### src/rtl/mac_tile_sequencer_pkg.sv
// Shared types and constants for the MAC tile sequencer.
// No logic of its own; state encoding and array instruction codes live here.
// Default geometry matches an 8x8 PE array with 11-bit memory addressing.
package mac_tile_sequencer_pkg;

  // Sequencer phases, encoded 0..5 in tile order.
  typedef enum logic [2:0] {
    IDLE   = 3'd0,
    WFETCH = 3'd1,
    KLOAD  = 3'd2,
    EXEC   = 3'd3,
    DRAIN  = 3'd4,
    DONE   = 3'd5
  } state_t;

  // Two-bit array instruction: bit1 execute, bit0 kernel load.
  localparam logic [1:0] INST_NOP  = 2'b00;
  localparam logic [1:0] INST_LOAD = 2'b01;
  localparam logic [1:0] INST_EXEC = 2'b10;

  // Default array geometry and field widths.
  localparam int ROW_DEF      = 8;
  localparam int COL_DEF      = 8;
  localparam int ADDR_W_DEF   = 11;
  localparam int CNT_W_DEF    = 11;
  localparam int LOAD_CYC_DEF = ROW_DEF + COL_DEF;

endpackage

### src/rtl/mac_tile_sequencer_xmem_fetch_pipe.sv
// xmem_fetch_pipe: issues xmem reads from base+k and writes the returned data into L0.
// Latency: cen/addr combinational from the registered index; l0_wr follows cen by one cycle.
// Backpressure: l0_full holds the index and suppresses cen; an in-flight l0_wr still lands.
module xmem_fetch_pipe
  import mac_tile_sequencer_pkg::*;
#(
  parameter int addr_w = ADDR_W_DEF,
  parameter int cnt_w  = CNT_W_DEF
) (
  input  logic              clk_i,
  input  logic              reset_n_i,
  input  logic              clear_i,
  input  logic              en_i,
  input  logic [addr_w-1:0] base_i,
  input  logic [cnt_w-1:0]  total_i,
  input  logic              l0_full_i,
  input  logic              l0_rd_i,
  output logic              xmem_cen_o,
  output logic [addr_w-1:0] xmem_addr_o,
  output logic              l0_wr_o,
  output logic              fetch_done_o,
  output logic              l0_empty_o
);

  logic [cnt_w-1:0] k_q, k_d;
  logic [cnt_w-1:0] occ_q, occ_d;
  logic             wr_q, wr_d;
  logic             issue;

  // Decide whether a read goes out this cycle and advance the index / L0 occupancy.
  always_comb begin
    issue = en_i && !l0_full_i && (k_q != total_i);
    k_d   = k_q;
    occ_d = occ_q;
    wr_d  = issue;
    if (clear_i) begin
      k_d   = '0;
      occ_d = '0;
      wr_d  = 1'b0;
    end else begin
      if (issue) begin
        k_d = k_q + 1'b1;
      end
      // Occupancy is writes landed minus reads taken by the array.
      if (wr_q && !l0_rd_i) begin
        occ_d = occ_q + 1'b1;
      end else if (!wr_q && l0_rd_i) begin
        occ_d = occ_q - 1'b1;
      end
    end
  end

  // Index, delayed write strobe and occupancy registers.
  always_ff @(posedge clk_i) begin
    if (!reset_n_i) begin
      k_q   <= '0;
      occ_q <= '0;
      wr_q  <= 1'b0;
    end else begin
      k_q   <= k_d;
      occ_q <= occ_d;
      wr_q  <= wr_d;
    end
  end

  assign xmem_cen_o   = !issue;
  assign xmem_addr_o  = issue ? (base_i + addr_w'(k_q)) : '0;
  assign l0_wr_o      = wr_q;
  // Every read issued and its data written into L0.
  assign fetch_done_o = (k_q == total_i) && !wr_q;
  assign l0_empty_o   = (occ_q == '0);

endmodule

### src/rtl/mac_tile_sequencer.sv
// mac_tile_sequencer: weight fetch -> kernel load -> execute -> psum drain for one tile (option ZERO_SKIP_EN).
// Latency: roughly row + load_cyc + 2*num_x + a few cycles unstalled; strobes decode from registered state.
// Backpressure: l0_full stalls xmem issue in fetch/execute; ofifo_valid low stalls the drain.
module mac_tile_sequencer
  import mac_tile_sequencer_pkg::*;
#(
  parameter int row      = ROW_DEF,
  parameter int col      = COL_DEF,
  parameter int addr_w   = ADDR_W_DEF,
  parameter int cnt_w    = CNT_W_DEF,
  parameter int load_cyc = LOAD_CYC_DEF
) (
  input  logic              clk_i,
  input  logic              reset_n_i,
  input  logic              start_i,
  input  logic [addr_w-1:0] w_base_i,
  input  logic [addr_w-1:0] x_base_i,
  input  logic [addr_w-1:0] p_base_i,
  input  logic [cnt_w-1:0]  num_x_i,
  input  logic              w_row_zero_i,
  input  logic              l0_full_i,
  input  logic              ofifo_valid_i,
  output logic              busy_o,
  output logic              done_o,
  output logic [1:0]        inst_w_o,
  output logic              xmem_cen_o,
  output logic [addr_w-1:0] xmem_addr_o,
  output logic              l0_wr_o,
  output logic              l0_rd_o,
  output logic              ofifo_rd_o,
  output logic              pmem_wen_o,
  output logic [addr_w-1:0] pmem_addr_o
`ifdef ZERO_SKIP_EN
  ,
  output logic              tile_skipped_o
`endif
);

  localparam int LC_W = $clog2(load_cyc + 1);
  // Column count only shapes the datapath, not the sequencing.
  localparam int unused_col = col;

  state_t            state_q, state_d;
  logic [LC_W-1:0]   ld_cnt_q, ld_cnt_d;
  logic [cnt_w-1:0]  m_q, m_d;
  logic [cnt_w-1:0]  num_x_q;
  logic [addr_w-1:0] w_base_q, x_base_q, p_base_q;
  logic              start_acc;

  logic              fetch_en, fetch_clear, fetch_rd;
  logic              fetch_done, fetch_empty;
  logic [addr_w-1:0] fetch_base;
  logic [cnt_w-1:0]  fetch_total;

  logic              skip_now;
  logic              skip_mode;

  assign start_acc = (state_q == IDLE) && start_i;
  assign busy_o    = (state_q != IDLE);
  assign done_o    = (state_q == DONE);

`ifdef ZERO_SKIP_EN
  logic zero_and_q;
  logic skip_q;

  // AND the zero-row flag over every weight write; latch the skip decision until the next start.
  always_ff @(posedge clk_i) begin
    if (!reset_n_i) begin
      zero_and_q <= 1'b0;
      skip_q     <= 1'b0;
    end else if (start_acc) begin
      zero_and_q <= 1'b1;
      skip_q     <= 1'b0;
    end else begin
      if ((state_q == WFETCH) && l0_wr_o && !w_row_zero_i) begin
        zero_and_q <= 1'b0;
      end
      if ((state_q == WFETCH) && fetch_done && zero_and_q) begin
        skip_q <= 1'b1;
      end
    end
  end

  assign skip_now       = zero_and_q;
  assign skip_mode      = skip_q;
  assign tile_skipped_o = skip_q;
`else
  logic unused_w_row_zero;
  assign unused_w_row_zero = w_row_zero_i;
  assign skip_now          = 1'b0;
  assign skip_mode         = 1'b0;
`endif

  // Shared read pipeline: weights during WFETCH, activations during EXEC.
  xmem_fetch_pipe #(
    .addr_w (addr_w),
    .cnt_w  (cnt_w)
  ) u_fetch (
    .clk_i        (clk_i),
    .reset_n_i    (reset_n_i),
    .clear_i      (fetch_clear),
    .en_i         (fetch_en),
    .base_i       (fetch_base),
    .total_i      (fetch_total),
    .l0_full_i    (l0_full_i),
    .l0_rd_i      (fetch_rd),
    .xmem_cen_o   (xmem_cen_o),
    .xmem_addr_o  (xmem_addr_o),
    .l0_wr_o      (l0_wr_o),
    .fetch_done_o (fetch_done),
    .l0_empty_o   (fetch_empty)
  );

  // State, phase counters and captured command fields.
  always_ff @(posedge clk_i) begin
    if (!reset_n_i) begin
      state_q  <= IDLE;
      ld_cnt_q <= '0;
      m_q      <= '0;
      w_base_q <= '0;
      x_base_q <= '0;
      p_base_q <= '0;
      num_x_q  <= '0;
    end else begin
      state_q  <= state_d;
      ld_cnt_q <= ld_cnt_d;
      m_q      <= m_d;
      if (start_acc) begin
        w_base_q <= w_base_i;
        x_base_q <= x_base_i;
        p_base_q <= p_base_i;
        num_x_q  <= num_x_i;
      end
    end
  end

  // Next-state and strobe decode for each phase.
  always_comb begin
    state_d     = state_q;
    ld_cnt_d    = ld_cnt_q;
    m_d         = m_q;
    inst_w_o    = INST_NOP;
    l0_rd_o     = 1'b0;
    ofifo_rd_o  = 1'b0;
    pmem_wen_o  = 1'b1;
    pmem_addr_o = '0;
    fetch_en    = 1'b0;
    fetch_clear = 1'b0;
    fetch_rd    = 1'b0;
    fetch_base  = '0;
    fetch_total = '0;

    case (state_q)
      IDLE: begin
        fetch_clear = 1'b1;
        if (start_i) begin
          state_d = WFETCH;
        end
      end

      WFETCH: begin
        fetch_en    = 1'b1;
        fetch_base  = w_base_q;
        fetch_total = cnt_w'(row);
        if (fetch_done) begin
          state_d = skip_now ? DRAIN : KLOAD;
        end
      end

      KLOAD: begin
        // Reset the fetch index/occupancy so EXEC starts from x_base.
        fetch_clear = 1'b1;
        inst_w_o    = INST_LOAD;
        l0_rd_o     = 1'b1;
        if (ld_cnt_q == LC_W'(load_cyc - 1)) begin
          ld_cnt_d = '0;
          state_d  = (num_x_q == '0) ? DONE : EXEC;
        end else begin
          ld_cnt_d = ld_cnt_q + 1'b1;
        end
      end

      EXEC: begin
        fetch_en    = 1'b1;
        fetch_base  = x_base_q;
        fetch_total = num_x_q;
        if (!fetch_empty) begin
          inst_w_o = INST_EXEC;
          l0_rd_o  = 1'b1;
          fetch_rd = 1'b1;
        end
        if (fetch_done && fetch_empty) begin
          state_d = DRAIN;
        end
      end

      DRAIN: begin
        if (m_q == num_x_q) begin
          m_d     = '0;
          state_d = DONE;
        end else if (skip_mode) begin
          // Skipped tile: write zero rows without touching the ofifo.
          pmem_wen_o  = 1'b0;
          pmem_addr_o = p_base_q + addr_w'(m_q);
          m_d         = m_q + 1'b1;
        end else if (ofifo_valid_i) begin
          ofifo_rd_o  = 1'b1;
          pmem_wen_o  = 1'b0;
          pmem_addr_o = p_base_q + addr_w'(m_q);
          m_d         = m_q + 1'b1;
        end
      end

      DONE: begin
        state_d = IDLE;
      end

      default: begin
        state_d = IDLE;
      end
    endcase
  end

endmodule

### config.mk
export PLATFORM = sky130hd
export DESIGN_NAME = mac_tile_sequencer
export DESIGN_NICKNAME = d
export VERILOG_FILES = /design/src/rtl/mac_tile_sequencer_pkg.sv /design/src/rtl/mac_tile_sequencer_xmem_fetch_pipe.sv /design/src/rtl/mac_tile_sequencer.sv
export SDC_FILE = /design/constraint.sdc
export NUM_CORES = 1
export LEC_CHECK = 0
export ABC_CLOCK_PERIOD_IN_PS = 3200
export CORE_ASPECT_RATIO = 0.9
export CORE_MARGIN = 5
export CORE_UTILIZATION = 30
export CTS_CLUSTER_SIZE = 30
export DETAILED_ROUTE_END_ITERATION = 16
export GPL_ROUTABILITY_DRIVEN = 0
export PLACE_DENSITY_LB_ADDON = 0.12
export SLEW_MARGIN = 20
export SYNTH_ARGS = -nofsm -noshare
export SYNTH_HDL_FRONTEND = slang
export SYNTH_SLANG_ARGS = --single-unit
### constraint.sdc
create_clock -name clk_i -period 3.2 [get_ports clk_i]
set_input_delay 0.48 -clock clk_i [delete_from_list [all_inputs] [get_ports clk_i]]
set_output_delay 0.48 -clock clk_i [all_outputs]
set_load 0.05 [all_outputs]
=== Yosys cells after proc, flatten, opt, wreduce, memory -nomap -nowiden ===
Cells that the tools add are included.

* Register bits after elaboration: 86
* Input port bits: 50
* Word-level logic and storage cells: 85

* Add/subtract/negate cells: 7
* Equality and inequality tests: 14
* Mux-type cells: 31
* Bitwise gates (word level): 1
* Reductions and logical operators: 22

{| class="wikitable"
|+ Operators with widths
! cell !! count
|-
| $mux W11 || 8
|-
| $pmux W11 S2 || 2
|-
| $add A11 B1 Y11 const B || 3
|-
| $add A11 B11 Y11 || 2
|-
| $eq A11 B11 Y1 || 2
|-
| $logic_not A11 Y1 || 2
|-
| $mux W3 || 6
|-
| $pmux W3 S5 || 1
|-
| $ne A11 B11 Y1 || 1
|-
| $sub A11 B1 Y11 const B || 1
|-
| $mux W1 || 10
|-
| $ne A2 B2 Y1 const B || 5
|-
| $logic_and A1 B1 Y1 || 7
|-
| $eq A3 B2 Y1 const B || 2
|-
| $eq A3 B3 Y1 const B || 2
|-
| $reduce_or A2 Y1 || 3
|-
| $add A5 B1 Y5 const B || 1
|-
| $eq A5 B4 Y1 const B || 1
|-
| $mux W5 || 1
|-
| $reduce_and A5 Y1 || 1
|-
| $logic_not A1 Y1 || 4
|-
| $pmux W2 S2 || 1
|-
| $reduce_bool A2 Y1 || 2
|-
| $eq A3 B1 Y1 const B || 1
|-
| 6 further kinds || 6
|}

=== Depth between registers and ports, before layout ===
Gate-level depths: netlist (run 1).

* Depth in word-level cells: 7
* Mapped depth: 14
* Gate-level depth less buffers: 13

=== By module ===
A second synthesis (run 1) with hierarchy kept.

* Cells, all modules: 707
* Area total of the unflattened synthesis: 5620.4 um^2

{| class="wikitable"
|+ By module, submodules not included
! module !! instances !! cells each !! area each (um^2) !! sequential area each (um^2)
|-
| mac_tile_sequencer || 1 || 444 || 3509.6 || 1261.2
|-
| xmem_fetch_pipe || 1 || 263 || 2110.8 || 460.4
|}

=== Worst setup path before layout (run 1) ===
OpenSTA, ideal clock, no wires.

* Path type: flip-flop to output port
* From: register state_q[1]
* To: output xmem_addr_o[10]
* Arrival time: 4.040 ns
* Setup slack: -1.320 ns
* Cell stages (with the launch flop): 13
* Cell sequence: dfxtp_1 > buf_2 > buf_1 > mux2i_1 > nor2_1 > ha_1 > nor2b_1 > o21ai_0 > a21boi_0 > o21ai_0 > a21oi_1 > and4_1 > nor4_1

* Cells in the longest elaborated chain, start to end: 6
* Elaborated cells between the ends (all ways): 11
* Classes of those cells: add/sub: 1; eq/ne: 3; mux: 4; reduce/logical: 3

{| class="wikitable"
|+ Ends and longest elaborated chain
! what !! line !! RTL
|-
| start, declared || mac_tile_sequencer.sv:43 || <nowiki>state_t state_q, state_d;</nowiki>
|-
| start signal, assigned || mac_tile_sequencer.sv:125 || <nowiki>state_q <= state_d;</nowiki>
|-
| parallel branches: the longest is 5 deep, another holds $add A11 B11 Y11 || n/a ||
|-
| $mux W11 * || mac_tile_sequencer_xmem_fetch_pipe.sv:67 || <nowiki>assign xmem_addr_o = issue ? (base_i + addr_w'(k_q)) : '0;</nowiki>
|-
| end, declared || mac_tile_sequencer.sv:27 || <nowiki>output logic [addr_w-1:0] xmem_addr_o,</nowiki>
|}

Every way passes the cells marked *.

=== Worst setup path in the final report (run 1) ===
* From: register state_q[1]
* To: output xmem_addr_o[8]

Same word-level chain as after synthesis.

==> results by group, run 1 <==
Worst setup path
  – Start point of the critical path: state_q[1]
  – Crit path buffers/inverters: 3
  – CP Cell Sequence: mux2i_2 > nor2_2 > ha_2 > inv_2 > fa_2 > nor2b_4 > o21ai_2 > a21boi_2 > o21ai_2 > a21oi_2 > buf_4 > xnor2_2 > nor2_2 > buf_12
  – Family with the most delay on the worst path: compound AO/OA/AOI/OAI gates
  – Maximum fanout encountered on the critical timing path: 4
  – Worst reg2reg path startpoint: state_q[1]
  – Slowest stage cell, crit path: sky130_fd_sc_hd__dfxtp_4
  – Slowest cell delay on critical path: 0.37 ns
  – Sort of element at the end of the critical path: primary output
  – Kind of critical path: reg -> out
  – Endpoint arrival time on the critical path: 2.77 ns
  – Startpoint class of the critical path: register
  – Worst path required time: 2.72 ns

Timing
  – Worst slack on hold paths: 0.466 ns
  – Slew HR: 42.0%
  – Sum of negative setup slack: -0.113 ns
  – Slew at the pin closest to its max-slew limit: 0.869 ns
  – Number of max-slew violations in the final report: 0
  – Final hold viol count: 0
  – Final critical path time including I/O delays and setup: 3.25 ns
  – Setup Viol. Count Final: 3
  – Share of the clock period used by the worst path after layout: 102%
  – Final setup skew: 0.0116 ns
  – Maximum frequency from static timing analysis: 308 MHz
  – Post-route worst setup slack: -0.0500 ns
  – Unrepaired setup endpoints after global routing: yes

Route
  – Residual DRC: 0
  – Length of the first detailed-routing pass in iterations: 5
  – Total Routed Length: 16.1 mm
  – Wire per inst: 15.1 µm
  – First-iteration detailed-routing DRC count: 236
  – Via total after detailed routing: 5,277
  – Ratio of routed vias to standard cells: 4.94
  – Antenna Nets Post-Route: 0

Clock network
  – Num CTS Buffers: 9
  – Clock insertion delay at the later pin of the skew report: 0.35 ns
  – Number of buffers inserted for hold repair after clock tree synthesis: 0
  – Cell at the root of the clock tree: sky130_fd_sc_hd__clkbuf_16
  – Level count of the clock H-tree: 3
  – Clock transition at the register clock pins on the worst setup and hold paths after CTS: 0.07 ns
  – Number of sinks driven by the clock tree: 86
  – CTS max path bufs: 2
  – Clock tree from TritonCTS: built

Synthesis
  – Cell accounting for the most synthesized area: sky130_fd_sc_hd__dfxtp_1
  – Number of enable flip-flop cells after synthesis: 0
  – Primary flip-flop cell chosen by synthesis mapping: sky130_fd_sc_hd__dfxtp_1
  – Cell types with the largest area share after synthesis: sky130_fd_sc_hd__dfxtp_1, sky130_fd_sc_hd__nand2_1, sky130_fd_sc_hd__ha_1, sky130_fd_sc_hd__a21boi_0, sky130_fd_sc_hd__nor2_1
  – Proportion of register bits with asynchronous set or reset after synthesis: 0%
  – YS warnings: 0
  – Cell area after synthesis: 5500 µm²
  – Area fraction of the dominant cell type after synthesis: 31.3%
  – Syn Inst Count: 702
  – Number of unique standard cell types used by synthesis: 58
  – Mean instance size in the synthesized netlist: 7.83 µm²
  – Share of the yosys chip area belonging to registers: 31.3%
  – Synthesized net count: 788
  – Flip-flop and latch count after synthesis: 86

Global routing
  – Via count of the first global-routing pass: 5,066
  – Largest net degree at the start of global routing: 65
  – Global router's overall resource usage: 14.8%
  – Overflow after GRT: 0
  – Number of antenna violations at the first check in global routing: 0
  – Wire length of the first global-routing pass: 25.8 mm

Final layout
  – Non-filler instance count after layout: 1,068
  – Number of antenna diodes: 0
  – Post-route standard cell area excluding fillers: 7660 µm²
  – Final nets: 904
  – Share of the core filled with cells in the final layout: 42.0%
  – Commonest non-fill, non-tap cells in the layout: sky130_fd_sc_hd__nand2_1, sky130_fd_sc_hd__dfxtp_1, sky130_fd_sc_hd__nor2_1, sky130_fd_sc_hd__buf_4, sky130_fd_sc_hd__clkdlybuf4s50_1
  – Ratio of cells with drive above 1 in the final layout: 20.2%
  – Growth of design area from synthesis to finish: 39.3%
  – Most common cell after layout, fill and taps aside: sky130_fd_sc_hd__nand2_1

Place
  – Sum of net half-perimeters after detailed placement: 11.5 mm
  – Port-buffer cells: 79
  – Placement-stage cell area: 6900 µm²
  – DP Cell Count: 1,024

Floorplan
  – Core region area: 18,200 µm²
  – # rows: 47
  – Initial standard-cell utilization of the core: 30.2%
  – Die height: 138 µm
  – Die X: 153 µm
  – I/O pin count: 81
  – Die Area: 21,100 µm²

Outcome
  – Result of the run: finished, violations left
  – Violations in the final reports: setup timing

Power
  – Peak supply drop: 0.303 mV
  – Pwr dens: 522 nW/µm²
  – P_leak: 2.99 nW

Job
  – Number of max-cap violations: 0

Min path
  – HP Class: reg -> reg
  – Worst Hold Launch: x_base_q[10]
final cells by class:
cell class	count	area [µm²]
Fill cell	1861	10600
Multi-Input combinational cell	559	3820
Sequential cell	86	1730
Timing Repair Buffer	136	1410
Tap cell	245	307
Clock buffer	10	239
Inverter	26	101
Clock inverter	6	50.0
path summary, 6_finish.rpt:
check	end	slack [ns]	depth (start not counted)
max	xmem_addr_o[8]	-0.05	14
min	x_base_q[10]	0.47	2
max reg2reg	u_fetch.occ_q[8]	0.21	15
min reg2reg	x_base_q[10]	0.47	2
logic make-up after synthesis:
group,Yosys count,synth area share [%]
compound gates,171,21.3
fa+ha+maj,36,8.60
simple gates,294,25.0
mux,16,2.91
flops,86,31.3
buf+inv,57,4.14
xor+xnor,42,6.69
power breakdown:
group          switching, mW  internal (mW)
Sequential             0.143           1.22
Combinational          0.909          0.695
Clock                  0.472          0.560
Total                   1.52           2.47
sequential cells by signal (all words and copies together), names as in the netlist:
register and flops:
num_x_q 11, u_fetch.k_q 11, p_base_q 11, u_fetch.occ_q 11, u_fetch.l0_wr_o 1, w_base_q 11
ld_cnt_q 5, state_q 3, x_base_q 11, m_q 11
metal layers:
layer  vias to the layer above  global-route usage [%]  wire (µm)
li1                       2698                       -          -
met1                      2484                    19.6       7800
met2                        89                    24.4       7680
met3                         6                    3.81        542
met4                         0                    2.77        101
met5                         -                       0          0
Yosys cell counts (2+ instances only):
master,count
sky130_fd_sc_hd__nand3_1,15
sky130_fd_sc_hd__a211o_1,2
sky130_fd_sc_hd__xor2_1,14
sky130_fd_sc_hd__a21o_1,5
sky130_fd_sc_hd__a21oi_1,32
sky130_fd_sc_hd__nand4_1,9
sky130_fd_sc_hd__or3_1,4
sky130_fd_sc_hd__and3_1,6
sky130_fd_sc_hd__nor3_1,14
sky130_fd_sc_hd__nor4bb_1,3
sky130_fd_sc_hd__nor4_1,7
sky130_fd_sc_hd__o21ai_0,25
sky130_fd_sc_hd__buf_4,2
sky130_fd_sc_hd__o21bai_1,3
sky130_fd_sc_hd__a31oi_1,8
sky130_fd_sc_hd__or4_1,4
sky130_fd_sc_hd__o41ai_1,2
sky130_fd_sc_hd__o211a_1,8
sky130_fd_sc_hd__o31a_1,3
sky130_fd_sc_hd__clkbuf_1,23
sky130_fd_sc_hd__o31ai_1,3
sky130_fd_sc_hd__o21a_1,5
sky130_fd_sc_hd__and2_1,9
sky130_fd_sc_hd__mux2i_1,16
sky130_fd_sc_hd__buf_2,5
sky130_fd_sc_hd__inv_1,26
sky130_fd_sc_hd__fa_1,3
sky130_fd_sc_hd__nand2b_1,7
sky130_fd_sc_hd__o32ai_1,3
sky130_fd_sc_hd__dfxtp_1,86
sky130_fd_sc_hd__nor2b_1,9
sky130_fd_sc_hd__a211oi_1,2
sky130_fd_sc_hd__and4_1,2
sky130_fd_sc_hd__ha_1,33
sky130_fd_sc_hd__nand2_1,123
sky130_fd_sc_hd__o211ai_1,15
sky130_fd_sc_hd__xnor2_1,28
sky130_fd_sc_hd__a21boi_0,47
sky130_fd_sc_hd__nor2_1,70
sky130_fd_sc_hd__nor3b_1,3
tightest hold or removal path: stages (launching register included):
cell	delay (ns)
sky130_fd_sc_hd__dfxtp_1	0.31
sky130_fd_sc_hd__nand2_1	0.04
sky130_fd_sc_hd__a21boi_0	0.06
repair_timing:
item / CTS / global route
pin swaps: 15 / 19
resized for setup: 29 / 33
endpoints found under the setup margin: 10 / 23
cloned: 1 / 0
setup buffers: 16 / 11
stage by stage:
step,power (mW),setup WS (ns)
2_1_floorplan,2.31,-0.154
3_3_place_gp,2.77,0.0530
3_5_place_dp,2.79,0.0211
4_1_cts,4.01,-0.102
5_1_grt,4.29,-0.176
6_report,4.00,-0.0500
Note: power is estimated with default switching activity, not from simulation.
==> run 2, diff against run 1 <==
- CORE_MARGIN: 5 -> not set
- PLACE_DENSITY_LB_ADDON: 0.12 -> not set
==> run 2 against run 1 <==
The run still ends with setup timing left. Setup slack worse by 0.017 ns. Final cell count down 1.3%. Sequential cell count unchanged. Wire length down 6.0%. Critical path depth down 1. Maximum frequency down 0.53%. Critical path type unchanged. Highest routed layer unchanged.
==> results by group, run 2 (synthesis results as in run 1) <==
Timing
  – Unrepaired setup endpoints after global routing: yes
  – Number of max-slew violations in the final report: 0
  – Final critical path time including I/O delays and setup: 3.27 ns
  – Setup Viol. Count Final: 3
  – Slew HR: 44.2%
  – Share of the clock period used by the worst path after layout: 102%
  – Post-route worst setup slack: -0.0672 ns
  – Maximum frequency from static timing analysis: 306 MHz
  – Worst slack on hold paths: 0.456 ns
  – Final hold viol count: 0
  – Slew at the pin closest to its max-slew limit: 0.836 ns
  – Final setup skew: 0.0119 ns

Route
  – Residual DRC: 0
  – Total Routed Length: 15.2 mm
  – First-iteration detailed-routing DRC count: 292
  – Wire per inst: 14.4 µm
  – Antenna Nets Post-Route: 0
  – Length of the first detailed-routing pass in iterations: 4
  – Via total after detailed routing: 5,210
  – Ratio of routed vias to standard cells: 4.94

Worst setup path
  – Kind of critical path: reg -> out
  – Crit path buffers/inverters: 2
  – Sort of element at the end of the critical path: primary output
  – Family with the most delay on the worst path: simple AND/OR/NAND/NOR gates
  – Worst path required time: 2.72 ns
  – Slowest stage cell, crit path: sky130_fd_sc_hd__dfxtp_4
  – Critical path's most frequent cell: sky130_fd_sc_hd__o21ai_2
  – Crit. path cell count: 13
  – Cell count of the worst reg-to-reg path: 14
  – Slowest cell delay on critical path: 0.39 ns
  – Startpoint class of the critical path: register
  – CP Cell Sequence: mux2i_2 > nor2_2 > ha_2 > inv_2 > fa_2 > nor2b_4 > o21ai_2 > a21boi_2 > o21ai_2 > a21oi_2 > and4_1 > nor4_4 > buf_12
  – Endpoint arrival time on the critical path: 2.79 ns
  – Maximum fanout encountered on the critical timing path: 4

Final layout
  – Number of antenna diodes: 0
  – Post-route standard cell area excluding fillers: 7590 µm²
  – Final nets: 895
  – Filler cell count: 1,760
  – Commonest non-fill, non-tap cells in the layout: sky130_fd_sc_hd__nand2_1, sky130_fd_sc_hd__dfxtp_1, sky130_fd_sc_hd__nor2_1, sky130_fd_sc_hd__buf_4, sky130_fd_sc_hd__clkdlybuf4s50_1
  – Most common cell after layout, fill and taps aside: sky130_fd_sc_hd__nand2_1
  – Ratio of cells with drive above 1 in the final layout: 19.2%
  – Seq. cell area: 1730 µm²
  – Area of combinational cells with multiple inputs: 3830 µm²
  – Growth of design area from synthesis to finish: 38.0%

Power
  – Post-layout power: 4.00 mW
  – Pwr dens: 528 nW/µm²
  – P_leak: 2.96 nW
  – Peak supply drop: 0.297 mV

Clock network
  – Level count of the clock H-tree: 3
  – Num CTS Buffers: 9
  – Cell at the root of the clock tree: sky130_fd_sc_hd__clkbuf_16
  – Clock insertion delay at the later pin of the skew report: 0.35 ns
  – Clock tree from TritonCTS: built
  – Number of sinks driven by the clock tree: 86
  – Number of buffers inserted for hold repair after clock tree synthesis: 0
  – CTS max path bufs: 2
  – Clock transition at the register clock pins on the worst setup and hold paths after CTS: 0.07 ns

Global routing
  – Overflow after GRT: 0
  – Number of antenna violations at the first check in global routing: 0
  – Global router's overall resource usage: 16.4%
  – Via count of the first global-routing pass: 4,748
  – Largest net degree at the start of global routing: 57
  – Wire length of the first global-routing pass: 24.0 mm

Place
  – Placement-stage cell area: 6900 µm²
  – Sum of net half-perimeters after detailed placement: 10.9 mm
  – Port-buffer cells: 79

Floorplan
  – # rows: 46
  – Die X: 145 µm
  – Die Area: 18,900 µm²
  – Core region area: 17,800 µm²
  – Die height: 130 µm
  – Initial standard-cell utilization of the core: 30.9%
  – I/O pin count: 81

Min path
  – Cell depth of the worst min-delay path: 2
  – HP Class: in -> reg

Outcome
  – Violations in the final reports: setup timing
  – Result of the run: finished, violations left

Job
  – Number of max-cap violations: 0
run 2: final cells by class:
cell class / count / area share [%]
Tap cell: 240 / 3.96
Sequential cell: 86 / 22.8
Timing Repair Buffer: 127 / 17.2
Clock buffer: 9 / 2.97
Clock inverter: 7 / 1.12
Inverter: 26 / 1.35
Multi-Input combinational cell: 559 / 50.5
run 2: report_power, final:
| group | leakage (nW) | internal (mW) | switching, mW |
|---|---|---|---|
| Clock | 0.153 | 0.623 | 0.490 |
| Combinational | 2.10 | 0.614 | 0.913 |
| Sequential | 0.702 | 1.22 | 0.143 |
| Total | 2.96 | 2.46 | 1.55 |
run 2: worst reg2reg max path: stages, from the launching register on:
cell	delay, ns
sky130_fd_sc_hd__dfxtp_1	0.39
sky130_fd_sc_hd__buf_4	0.20
sky130_fd_sc_hd__nand3b_2	0.13
sky130_fd_sc_hd__a31oi_4	0.18
sky130_fd_sc_hd__inv_1	0.08
sky130_fd_sc_hd__ha_1	0.19
sky130_fd_sc_hd__inv_1	0.17
sky130_fd_sc_hd__ha_1	0.31
sky130_fd_sc_hd__a211o_1	0.34
sky130_fd_sc_hd__a21oi_2	0.19
sky130_fd_sc_hd__o21ai_0	0.16
sky130_fd_sc_hd__a21oi_1	0.21
sky130_fd_sc_hd__xnor2_1	0.15
sky130_fd_sc_hd__mux2i_1	0.09
sky130_fd_sc_hd__nor2_1	0.10
run 2: final timing paths:
kind	start	endpoint	slack [ns]
worst max-delay path	state_q[1]	xmem_addr_o[10]	-0.07
worst min-delay path	reset_n_i	m_q[0]	0.46
worst max register to register	state_q[0]	u_fetch.occ_q[8]	0.25
worst min register to register	w_base_q[7]	w_base_q[7]	0.46
run 2: metal layers:
metal	global-route usage, %	part of all wire (%)
met1	23.5	50
met2	24.9	45
met3	2.84	4.3
met4	5.39	1.2
met5	0	0
run 2: timing repair:
| item | 4_1_cts | 5_1_grt |
|---|---|---|
| gates cloned | 0 | 0 |
| gates resized for setup | 33 | 33 |
| pin swaps | 22 | 22 |
| buffers inserted | 10 | 8 |
| setup endpoints to repair | 6 | 21 |
run 2: stage by stage:
stage | cells | setup WS (ns) | utilization, % | setup TNS (ns)
3_5_place_dp | 1021 | 0.0821 | 38.8 | 0
5_1_grt | 1054 | -0.230 | 42.7 | -0.828
2_1_floorplan | 702 | -0.154 | - | -0.154
6_report | 1054 | -0.0672 | 42.7 | -0.159
3_3_place_gp | 1021 | 0.123 | 38.8 | 0
4_1_cts | 1046 | -0.133 | 41.6 | -0.265
==> run 3, diff against run 2 <==
- ABC_AREA: not set -> 1
- CELL_PAD_IN_SITES_DETAIL_PLACEMENT: not set -> 1
- CELL_PAD_IN_SITES_GLOBAL_PLACEMENT: not set -> 1
- PLACE_DENSITY_LB_ADDON: not set -> 0.1
==> run 3 against run 2 <==
The run now ends clean. Global-route usage grew 3.0 points. Synthesized cell count grew 20%. Utilization shrank 0.98 points. First-iteration DRC count shrank 45%. Total power grew 8.6%. Wire length grew 19%. Setup slack gained 0.079 ns. Clock power grew 5%. Sequential cell count is the same. Critical path depth grew 6. Cell area shrank 1.7%. Non-clock buffer count shrank 12. Critical path type unchanged. Largest power group unchanged.
==> results by group, run 3 <==
Final layout
  – Final nets: 1,022
  – Growth of design area from synthesis to finish: 33.5%
  – Number of antenna diodes: 0
  – Commonest non-fill, non-tap cells in the layout: sky130_fd_sc_hd__nand2_1, sky130_fd_sc_hd__inv_1, sky130_fd_sc_hd__a21oi_1, sky130_fd_sc_hd__dfxtp_1, sky130_fd_sc_hd__o21ai_0
  – Filler cell count: 2,268
  – Most common cell after layout, fill and taps aside: sky130_fd_sc_hd__nand2_1
  – Non-filler instance count after layout: 1,180
  – Post-route standard cell area excluding fillers: 7460 µm²
  – Ratio of cells with drive above 1 in the final layout: 13.3%

Timing
  – Share of the clock period used by the worst path after layout: 99.6%
  – Number of max-slew violations in the final report: 0
  – Worst slack on hold paths: 0.457 ns
  – Setup Viol. Count Final: 0
  – Maximum frequency from static timing analysis: 314 MHz
  – Slew at the pin closest to its max-slew limit: 0.703 ns
  – Final setup skew: 0.00888 ns
  – Slew HR: 53.1%
  – Unrepaired setup endpoints after global routing: yes
  – Sum of negative setup slack: 0 ns
  – Final critical path time including I/O delays and setup: 3.19 ns
  – Final hold viol count: 0

Floorplan
  – Die height: 131 µm
  – # rows: 46
  – I/O pin count: 81
  – Die Area: 19,200 µm²
  – Core region area: 17,900 µm²
  – Die X: 146 µm
  – Initial standard-cell utilization of the core: 31.2%

Route
  – Ratio of routed vias to standard cells: 4.85
  – Wire per inst: 15.3 µm
  – Residual DRC: 0
  – First-iteration detailed-routing DRC count: 162
  – Antenna Nets Post-Route: 0
  – Via total after detailed routing: 5,726
  – Length of the first detailed-routing pass in iterations: 4
  – Total Routed Length: 18.1 mm

Worst setup path
  – Endpoint arrival time on the critical path: 2.71 ns
  – Kind of critical path: reg -> out
  – Slowest stage cell, crit path: sky130_fd_sc_hd__fa_2
  – Maximum fanout encountered on the critical timing path: 4
  – Critical path's most frequent cell: sky130_fd_sc_hd__nand2_1
  – Slowest cell delay on critical path: 0.36 ns
  – CP Cell Sequence: buf_6 > nand2_4 > nor2_8 > inv_4 > o22ai_4 > ha_2 > inv_2 > fa_2 > o21ai_2 > nand4_1 > nand2_1 > nand2_1 > nand2_1 > nand2_1 > nand2_2 > nand2_2 > nand2_2 > nor2_4 > buf_12
  – Startpoint class of the critical path: register
  – Worst path required time: 2.72 ns
  – Sort of element at the end of the critical path: primary output

Synthesis
  – Cell area after synthesis: 5590 µm²
  – Flip-flop and latch count after synthesis: 86
  – Proportion of register bits with asynchronous set or reset after synthesis: 0%
  – Ranking of synthesized cells by instance count: sky130_fd_sc_hd__nand2_1, sky130_fd_sc_hd__inv_1, sky130_fd_sc_hd__a21oi_1
  – Number of unique standard cell types used by synthesis: 39
  – Primary flip-flop cell chosen by synthesis mapping: sky130_fd_sc_hd__dfxtp_1
  – Cell with the most instances after synthesis: sky130_fd_sc_hd__nand2_1
  – YS warnings: 0
  – Syn Inst Count: 841
  – Area fraction of the dominant cell type after synthesis: 30.8%
  – Cell types with the largest area share after synthesis: sky130_fd_sc_hd__dfxtp_1, sky130_fd_sc_hd__nand2_1, sky130_fd_sc_hd__a21oi_1, sky130_fd_sc_hd__inv_1, sky130_fd_sc_hd__ha_1
  – Number of enable flip-flop cells after synthesis: 0
  – Cell accounting for the most synthesized area: sky130_fd_sc_hd__dfxtp_1
  – Share of the yosys chip area belonging to registers: 30.8%
  – Mean instance size in the synthesized netlist: 6.64 µm²
  – Synthesized net count: 927

Global routing
  – Largest net degree at the start of global routing: 62
  – Wire length of the first global-routing pass: 30.1 mm
  – Global router's overall resource usage: 19.4%
  – Number of antenna violations at the first check in global routing: 0
  – Overflow after GRT: 0
  – Via count of the first global-routing pass: 5,923

Power
  – Clock network fraction of total power: 26.7%
  – Sw Pwr: 1.71 mW
  – Net Sw Frac: 39.4%
  – Sequential fraction of design power: 32.9%
  – Power share of the combinational group: 40.4%
  – Post-layout power: 4.35 mW
  – Pwr dens: 583 nW/µm²
  – Peak supply drop: 0.279 mV
  – P_leak: 3.11 nW
  – Internal power: 2.64 mW

Clock network
  – Clock insertion delay at the later pin of the skew report: 0.35 ns
  – Clock tree from TritonCTS: built
  – Num CTS Buffers: 9
  – CTS max path bufs: 2
  – Cell at the root of the clock tree: sky130_fd_sc_hd__clkbuf_16
  – Number of buffers inserted for hold repair after clock tree synthesis: 0
  – Number of sinks driven by the clock tree: 86
  – Clock transition at the register clock pins on the worst setup and hold paths after CTS: 0.07 ns
  – Level count of the clock H-tree: 3

Job
  – Number of max-cap violations: 0

Min path
  – HP Class: reg -> reg

Place
  – DP Cell Count: 1,154
  – Sum of net half-perimeters after detailed placement: 13.9 mm
  – Port-buffer cells: 79
  – Placement-stage cell area: 6840 µm²

Outcome
  – Result of the run: finished clean
## run 3: changes by cell type in the layout (fill, tap and decap cells not counted), sizes merged, moves of 10 or more
cell,before,now
inv,31,125
a21oi,33,106
o21ai,27,78
a21boi,47,3
nand2,123,163
nand3,15,55
xnor2,28,9
buf,77,59
mux2i,16,0
o211ai,15,0
o22ai,0,11
xor2,14,24
## run 3: area by class of cell
| class | instances | area (µm²) | area share [%] |
|---|---|---|---|
| Multi-Input combinational cell | 599 | 3460 | 46.4 |
| Clock inverter | 5 | 81.3 | 1.09 |
| Sequential cell | 86 | 1730 | 23.1 |
| Timing Repair Buffer | 115 | 1180 | 15.9 |
| Tap cell | 240 | 300 | 4.03 |
| Clock buffer | 10 | 239 | 3.20 |
| Inverter | 125 | 472 | 6.32 |
## run 3: repair_timing
| action | CTS | global route |
|---|---|---|
| buffers inserted | 10 | 1 |
| pin swaps | 12 | 16 |
| gates cloned | 0 | 0 |
| hold endpoints to repair | 0 | 0 |
| endpoints found under the setup margin | 9 | 5 |
| resized for setup | 35 | 16 |
## run 3: critical path: cells and delay by family, from the launching register on
family,cells,cell delay (ns)
AND/OR/NAND/NOR,11,0.79
adder cells (fa/ha/maj),2,0.57
flip-flops,1,0.35
buffers and inverters,4,0.35
AO/OA/AOI/OAI,2,0.28
## run 3: layer usage
layer | vias to the layer above | track usage, % | share of wire (%)
met4 | 0 | 4.91 | 1.2
met1 | 2716 | 25.3 | 48
met3 | 13 | 2.85 | 2.4
met5 | - | 0 | 0
li1 | 2936 | - | -
met2 | 61 | 33.4 | 48
## run 3: worst paths after layout
check | startpoint | end | slack, ns | depth (start not counted)
worst min register to register | p_base_q[2] | p_base_q[2] | 0.46 | 2
worst min-delay path | p_base_q[2] | p_base_q[2] | 0.46 | 2
worst max-delay path | state_q[0] | xmem_addr_o[10] | 0.01 | 19
worst max register to register | state_q[0] | u_fetch.occ_q[8] | 0.34 | 16
## run 3: power groups by stage
stage          Sequential (mW)  Clock (mW)  Combinational (mW)
2_1_floorplan             1.38           0                1.09
4_1_cts                   1.43        1.20                1.73
3_3_place_gp              1.43           0                1.53
6_report                  1.43        1.16                1.76
3_5_place_dp              1.44           0                1.57
5_1_grt                   1.45        1.24                1.95
## run 3: cells by family (layout without fill, tap and decap cells)
logic type | Yosys count | count (layout) | share of synthesized area [%]
simple gates | 322 | 322 | 24.8
flops | 86 | 86 | 30.8
xor+xnor | 33 | 33 | 5.17
buf+inv | 156 | 255 | 11.3
compound gates | 208 | 208 | 19.5
fa+ha+maj | 36 | 36 | 8.47
## run 3: metrics by stage
stage	setup WS, ns	utilization (%)
final	0.0119	41.7
after global routing	-0.174	41.7
after CTS	-0.00577	41.1
after detailed placement	0.0104	38.2
after global placement	0.0622	38.2
after floorplan	-0.0159	-
